--- config.mk ---
export PLATFORM = sky130hd
export DESIGN_NAME = ff_wr_arb
export DESIGN_NICKNAME = d
export VERILOG_FILES = /design/src/rtl/ff_wr_arb_pkg.sv /design/src/rtl/ff_wr_arb_rr_pick.sv /design/src/rtl/ff_wr_arb.sv
export SDC_FILE = /design/constraint.sdc
export NUM_CORES = 1
export LEC_CHECK = 0
export ABC_AREA = 1
export ABC_CLOCK_PERIOD_IN_PS = 1850
export CAP_MARGIN = 40
export CORE_ASPECT_RATIO = 0.75
export CORE_MARGIN = 2
export CORE_UTILIZATION = 38
export DETAILED_ROUTE_END_ITERATION = 16
export PLACE_DENSITY_LB_ADDON = 0.15
export SYNTH_ARGS = -nofsm -noshare
export SYNTH_HDL_FRONTEND = slang
export SYNTH_SLANG_ARGS = --single-unit
--- constraint.sdc ---
create_clock -name clk_ir -period 1.85 [get_ports clk_ir]
set_input_delay 0.4625 -clock clk_ir [delete_from_list [all_inputs] [get_ports clk_ir]]
set_output_delay 0.4625 -clock clk_ir [all_outputs]
set_load 0.005 [all_outputs]
--- src/rtl/ff_wr_arb_pkg.sv ---
`default_nettype none
// ============================================================================
// Module      : ff_wr_arb_pkg
// Description : Shared types and helpers for the FIFO write-side arbiter.
// Revision    : 1.0 - initial release
// ============================================================================
package ff_wr_arb_pkg;

    // Raw state encodings, kept for tools and scripts that expect plain codes.
    localparam logic [0:0] ST_IDLE  = 1'b0;
    localparam logic [0:0] ST_GRANT = 1'b1;

    typedef enum logic [0:0] {
        S_IDLE  = ST_IDLE,
        S_GRANT = ST_GRANT
    } arb_state_e;

    // Index width for a vector of n entries, never narrower than one bit.
    function automatic int idx_w(input int n);
        return (n > 1) ? $clog2(n) : 1;
    endfunction

endpackage
`default_nettype wire

--- src/rtl/ff_wr_arb_rr_pick.sv ---
`default_nettype none
// ============================================================================
// Module      : rr_pick
// Description : Combinational round-robin selector. Returns the first set
//               request strictly after 'last', wrapping circularly.
// Revision    : 1.0 - initial release
// ============================================================================
module rr_pick
    import ff_wr_arb_pkg::*;
#(
    parameter int NUM_REQ = 4,
    parameter int IDX_W   = idx_w(NUM_REQ)
) (
    input  logic [NUM_REQ-1:0] req,
    input  logic [IDX_W-1:0]   last,
    output logic [IDX_W-1:0]   idx,
    output logic               any
);

    logic [IDX_W-1:0] cand;

    // Walk offsets from farthest to nearest so the nearest hit wins.
    always_comb begin
        idx  = '0;
        any  = 1'b0;
        cand = '0;
        for (int k = NUM_REQ; k >= 1; k--) begin
            cand = IDX_W'((int'(last) + k) % NUM_REQ);
            if (req[cand]) begin
                idx = cand;
                any = 1'b1;
            end
        end
    end

endmodule
`default_nettype wire

--- src/rtl/ff_wr_arb.sv ---
`default_nettype none
// ============================================================================
// Module      : ff_wr_arb
// Description : Round-robin burst arbiter in front of a shared FIFO write
//               port. One requester is granted for up to BURST_MAX words;
//               the data path is a pure combinational mux. The ff_* ports map
//               one-to-one onto the FIFO interface wr_only modport signals
//               (ff_full, ff_wr_en, ff_wr_data).
// Revision    : 1.0 - initial release
// ============================================================================
module ff_wr_arb
    import ff_wr_arb_pkg::*;
#(
    parameter int NUM_REQ   = 4,
    parameter int DATA_W    = 8,
    parameter int BURST_MAX = 8
) (
    input  logic                        clk_ir,
    input  logic                        rst_ih,
    input  logic [NUM_REQ-1:0]          req_vld_i,
    input  logic [NUM_REQ*DATA_W-1:0]   req_data_i,
    output logic [NUM_REQ-1:0]          req_rdy_o,
    input  logic                        ff_full_i,
    output logic                        ff_wr_en_o,
    output logic [DATA_W-1:0]           ff_wr_data_o,
    output logic                        gnt_vld_o,
    output logic [idx_w(NUM_REQ)-1:0]   gnt_id_o
);

    localparam int IDX_W = idx_w(NUM_REQ);
    localparam int CNT_W = $clog2(BURST_MAX + 1);

    localparam logic [CNT_W-1:0] LAST_BEAT = CNT_W'(BURST_MAX - 1);
    localparam logic [IDX_W-1:0] RST_LAST  = IDX_W'(NUM_REQ - 1);

    arb_state_e        state;
    arb_state_e        state_nxt;
    logic [IDX_W-1:0]  gnt_id;
    logic [IDX_W-1:0]  last_gnt;
    logic [IDX_W-1:0]  pick_idx;
    logic              pick_any;
    logic [CNT_W-1:0]  beat_cnt;
    logic              granted;
    logic              take_pick;
    logic              gnt_req;
    logic              xfer;
    logic              release_gnt;

    rr_pick #(
        .NUM_REQ (NUM_REQ),
        .IDX_W   (IDX_W)
    ) u_rr_pick (
        .req  (req_vld_i),
        .last (last_gnt),
        .idx  (pick_idx),
        .any  (pick_any)
    );

    assign granted   = (state == S_GRANT);
    assign take_pick = (state == S_IDLE) && pick_any;

    // Granted requester's valid, write data and per-requester ready.
    always_comb begin
        gnt_req      = 1'b0;
        ff_wr_data_o = '0;
        for (int i = 0; i < NUM_REQ; i++) begin
            if (gnt_id == IDX_W'(i)) begin
                gnt_req = req_vld_i[i];
                if (granted) begin
                    ff_wr_data_o = req_data_i[i*DATA_W +: DATA_W];
                end
            end
        end
    end

    // A full FIFO stalls the transfer but never counts as a release.
    assign xfer        = granted & gnt_req & ~ff_full_i;
    assign release_gnt = granted & (~gnt_req | (xfer & (beat_cnt == LAST_BEAT)));

    // Ready is the write enable routed back to the granted requester only.
    always_comb begin
        req_rdy_o = '0;
        for (int i = 0; i < NUM_REQ; i++) begin
            req_rdy_o[i] = xfer & (gnt_id == IDX_W'(i));
        end
    end

    assign ff_wr_en_o = xfer;
    assign gnt_vld_o  = granted;
    assign gnt_id_o   = gnt_id;

    // Next-state: arbitrate only from IDLE, so every release costs one idle cycle.
    always_comb begin
        state_nxt = state;
        case (state)
            S_IDLE:  if (pick_any)    state_nxt = S_GRANT;
            S_GRANT: if (release_gnt) state_nxt = S_IDLE;
            default:                  state_nxt = S_IDLE;
        endcase
    end

    // State register.
    always_ff @(posedge clk_ir or posedge rst_ih) begin
        if (rst_ih) begin
            state <= S_IDLE;
        end else begin
            state <= state_nxt;
        end
    end

    // Grant index and round-robin pointer; reset pointer makes requester 0 win first.
    always_ff @(posedge clk_ir or posedge rst_ih) begin
        if (rst_ih) begin
            gnt_id   <= '0;
            last_gnt <= RST_LAST;
        end else if (take_pick) begin
            gnt_id   <= pick_idx;
            last_gnt <= pick_idx;
        end
    end

    // Beat counter: cleared on grant entry, advanced on completed transfers only.
    always_ff @(posedge clk_ir or posedge rst_ih) begin
        if (rst_ih) begin
            beat_cnt <= '0;
        end else if (take_pick) begin
            beat_cnt <= '0;
        end else if (xfer) begin
            beat_cnt <= beat_cnt + CNT_W'(1);
        end
    end

endmodule
`default_nettype wire
==> results_dict.tcl <==
set metrics [dict create \
    status "finished, violations left" \
    violations "setup timing" \
    slew_viol_final 0 \
    ctsHtreeMaxLevel 1 \
    yosys.area_share.simple_pct 57.7 \
    yosysUniqueCellTypes 25 \
    tightest_slew_ns 0.340 \
    initial_core_util_pct 40.6 \
    overflow 0 \
    clk_latency_ns 0.26 \
    worstSetupPathType "flop to output pin" \
    grt_max_degree 14 \
    avgSynthCellArea_um2 6.11 \
    core_um2 2350 \
    synth_adder_area_share_pct 1.31 \
    path_clk_slew_ns 0.06 \
    cts_sinks 9 \
    antenna_found_initial 0 \
    worstSetupStartpointType "flop" \
    die_area_um2 2930 \
    ys_ff_latch 9 \
    viasPerCell 5.19 \
    hp-class "primary input to asynchronous set/reset pin" \
    synth.area.top_cells "nand2_1 (23%), nand3_1 (19%), dfrtp_1 (18%), nand4_1 (6.6%), dfstp_2 (5.5%)" \
    place.gp.congestion 0.921 \
    synth-xor-area-share_pct 1.84 \
    fin_area_um2 1870 \
    synthCells 156 \
    post_dp_cell_area_um2 1630 \
    cap_violations 0 \
    yosysTopAreaCellShare_pct 22.8 \
    placed_cells 256 \
    rows 15 \
    synth_top_family_by_area "simple AND/OR/NAND/NOR gates" \
    cts.path.max_buffers 2 \
    cts_tree "done" \
    root_buffer "clkbuf_4" \
    dp_slack_ns -0.648 \
    setup_viol 13 \
    portBuffers 54 \
    drc_errors 0 \
    first_pass_iters 4 \
    yosysMostFrequentCell "nand2_1" \
    clock_skew_ns 0.000327 \
    die_w_um 61.8 \
    synthFlopType "dfrtp_1" \
    wl_per_cell_um 14.5 \
    synth_edf_count 0 \
    fin_ws_ns -0.210 \
    crit_path_max_fanout 5 \
    finalCriticalPeriod_ns 2.06 \
    drt_wl_total_mm 3.94 \
    synth_mux_area_share_pct 0 \
    first_global_vias 1295 \
    diodes 0 \
    clock.fmax_mhz 485 \
    netlist_area_um2 953 \
    rsz0062_at_grt "true" \
    syn_to_final_growth_pct 95.9 \
    fin_cells 272 \
    p_leak_nw 0.938 \
    nNetsFinal 279 \
    numCtsBuffers 3 \
    track_usage_pct 27.4 \
    synth_area_leader_cell "nand2_1" \
    worst_ep_arrival_time_ns 1.60 \
    dr_total_vias 1412 \
    synthTopCellsByCount "nand2_1 (58), nand3_1 (36), inv_1 (12), nand4_1 (10), dfrtp_1 (7)" \
    yosysSeqAreaShare_pct 23.9 \
    ir_drop_mv 1.01 \
    async_flop_share_pct 100 \
    die_h_um 47.4 \
    relSlewSlack_pct 77.3 \
    fin_crit_sh_pct 111 \
    worstPathRequired_ns 1.39 \
    drtIter0Drc 100 \
    yosys_warnings 0 \
    place_hpwl_mm 2.73 \
    hold_viol_final 0 \
    synth_fp_nets 196 \
    end_kind "output pin" \
    io_pins 55 \
    synth-compound-area-share_pct 3.81 \
    drive_gt1_share_pct 36.1 \
    ant_nets 0 \
    grt_pass1_wl_mm 5.80 \
    p_per_area_nw_per_um2 1510 \
]
final cells by class:
class / instances / area, um^2
timing repair buffer: 83 / 771
multi-input combinational: 125 / 722
fill: 159 / 478
sequential: 9 / 230
inverter: 17 / 76.3
tap: 34 / 42.5
clock buffer: 4 / 26.3
repair_timing:
item                                    4_1_cts  5_1_grt
pin swaps                                    15        8
cloned                                        1        0
gates resized for setup                      94        8
setup buffers                                10        2
hold buffers                                  0        0
endpoints found under the setup margin       14       15
worst max-delay path: stages (launching register included):
cell and delay [ns]:
dfrtp_1 0.42, buf_6 0.14, nor2_4 0.13, nand2_2 0.07
nand4_1 0.13, nand2_2 0.10, nand2_4 0.11, inv_4 0.04
nand3_2 0.05, inv_2 0.04, buf_6 0.10
state kept, by name (all words and copies together), names as in the netlist:
signal / count
beat_cnt: 4
gnt_id_o: 2
gnt_vld_o: 1
last_gnt: 2
where the power goes:
group,total (mW),switching (mW),internal (mW)
Clock,0.154,0.0706,0.0833
Sequential,0.408,0.110,0.298
Combinational,2.26,1.16,1.10
cell usage in the layout, fill, tap and decap left out, drive strengths merged:
master | synthesis | layout
clkdlybuf4s50 | 0 | 35
dfstp | 2 | 2
dfrtp | 7 | 7
buf | 3 | 42
inv | 17 | 17
nand4 | 10 | 10
nand3b | 1 | 1
bufbuf | 0 | 1
o21ai | 4 | 4
nand3 | 36 | 36
xor2 | 1 | 1
clkdlybuf4s15 | 0 | 1
ha | 1 | 1
and2 | 1 | 1
nor2 | 7 | 7
xnor2 | 1 | 1
nand2 | 60 | 60
clkbuf | 2 | 4
dlygate4sd2 | 0 | 3
nor3 | 2 | 2
a21oi | 1 | 1
dlymetal6s2s | 0 | 1
final timing paths:
path	to	start	slack (ns)	cells past startpoint
hold / removal	beat_cnt[0]	rst_ih	0.45	2
hold reg to reg	beat_cnt[1]	beat_cnt[1]	0.56	2
min in group clk_ir	beat_cnt[1]	beat_cnt[1]	0.56	2
setup reg to reg	beat_cnt[2]	gnt_id_o[0]	0.24	11
setup / recovery	req_rdy_o[3]	gnt_id_o[0]	-0.21	10
max in group asynchronous	last_gnt[1]	rst_ih	1.10	2
cell families after synthesis:
| group | after synthesis |
|---|---|
| simple gates | 117 |
| buf+inv | 22 |
| flops | 9 |
| compound gates | 5 |
| xor+xnor | 2 |
| fa+ha+maj | 1 |
metrics by stage:
step / setup TNS (ns) / utilization, % / power, mW / hold slack, ns
6_report: -1.29 / 79.6 / 2.83 / 0.451
3_5_place_dp: -5.57 / 69.3 / 2.22 / 0.547
2_1_floorplan: 0 / - / 1.39 / 0.289
3_3_place_gp: -5.15 / 69.3 / 2.15 / 0.521
5_1_grt: -2.04 / 79.6 / 3.06 / 0.486
4_1_cts: -0.809 / 78.3 / 2.73 / 0.470
per-layer routing:
metal	global-route usage [%]	routed length (um)	up-vias
met5	0	0	-
met4	10.2	57	0
met3	5.79	264	8
met2	45.7	1960	54
met1	35.2	1660	666
li1	-	-	684
Note: power is estimated with default switching activity, not from simulation.
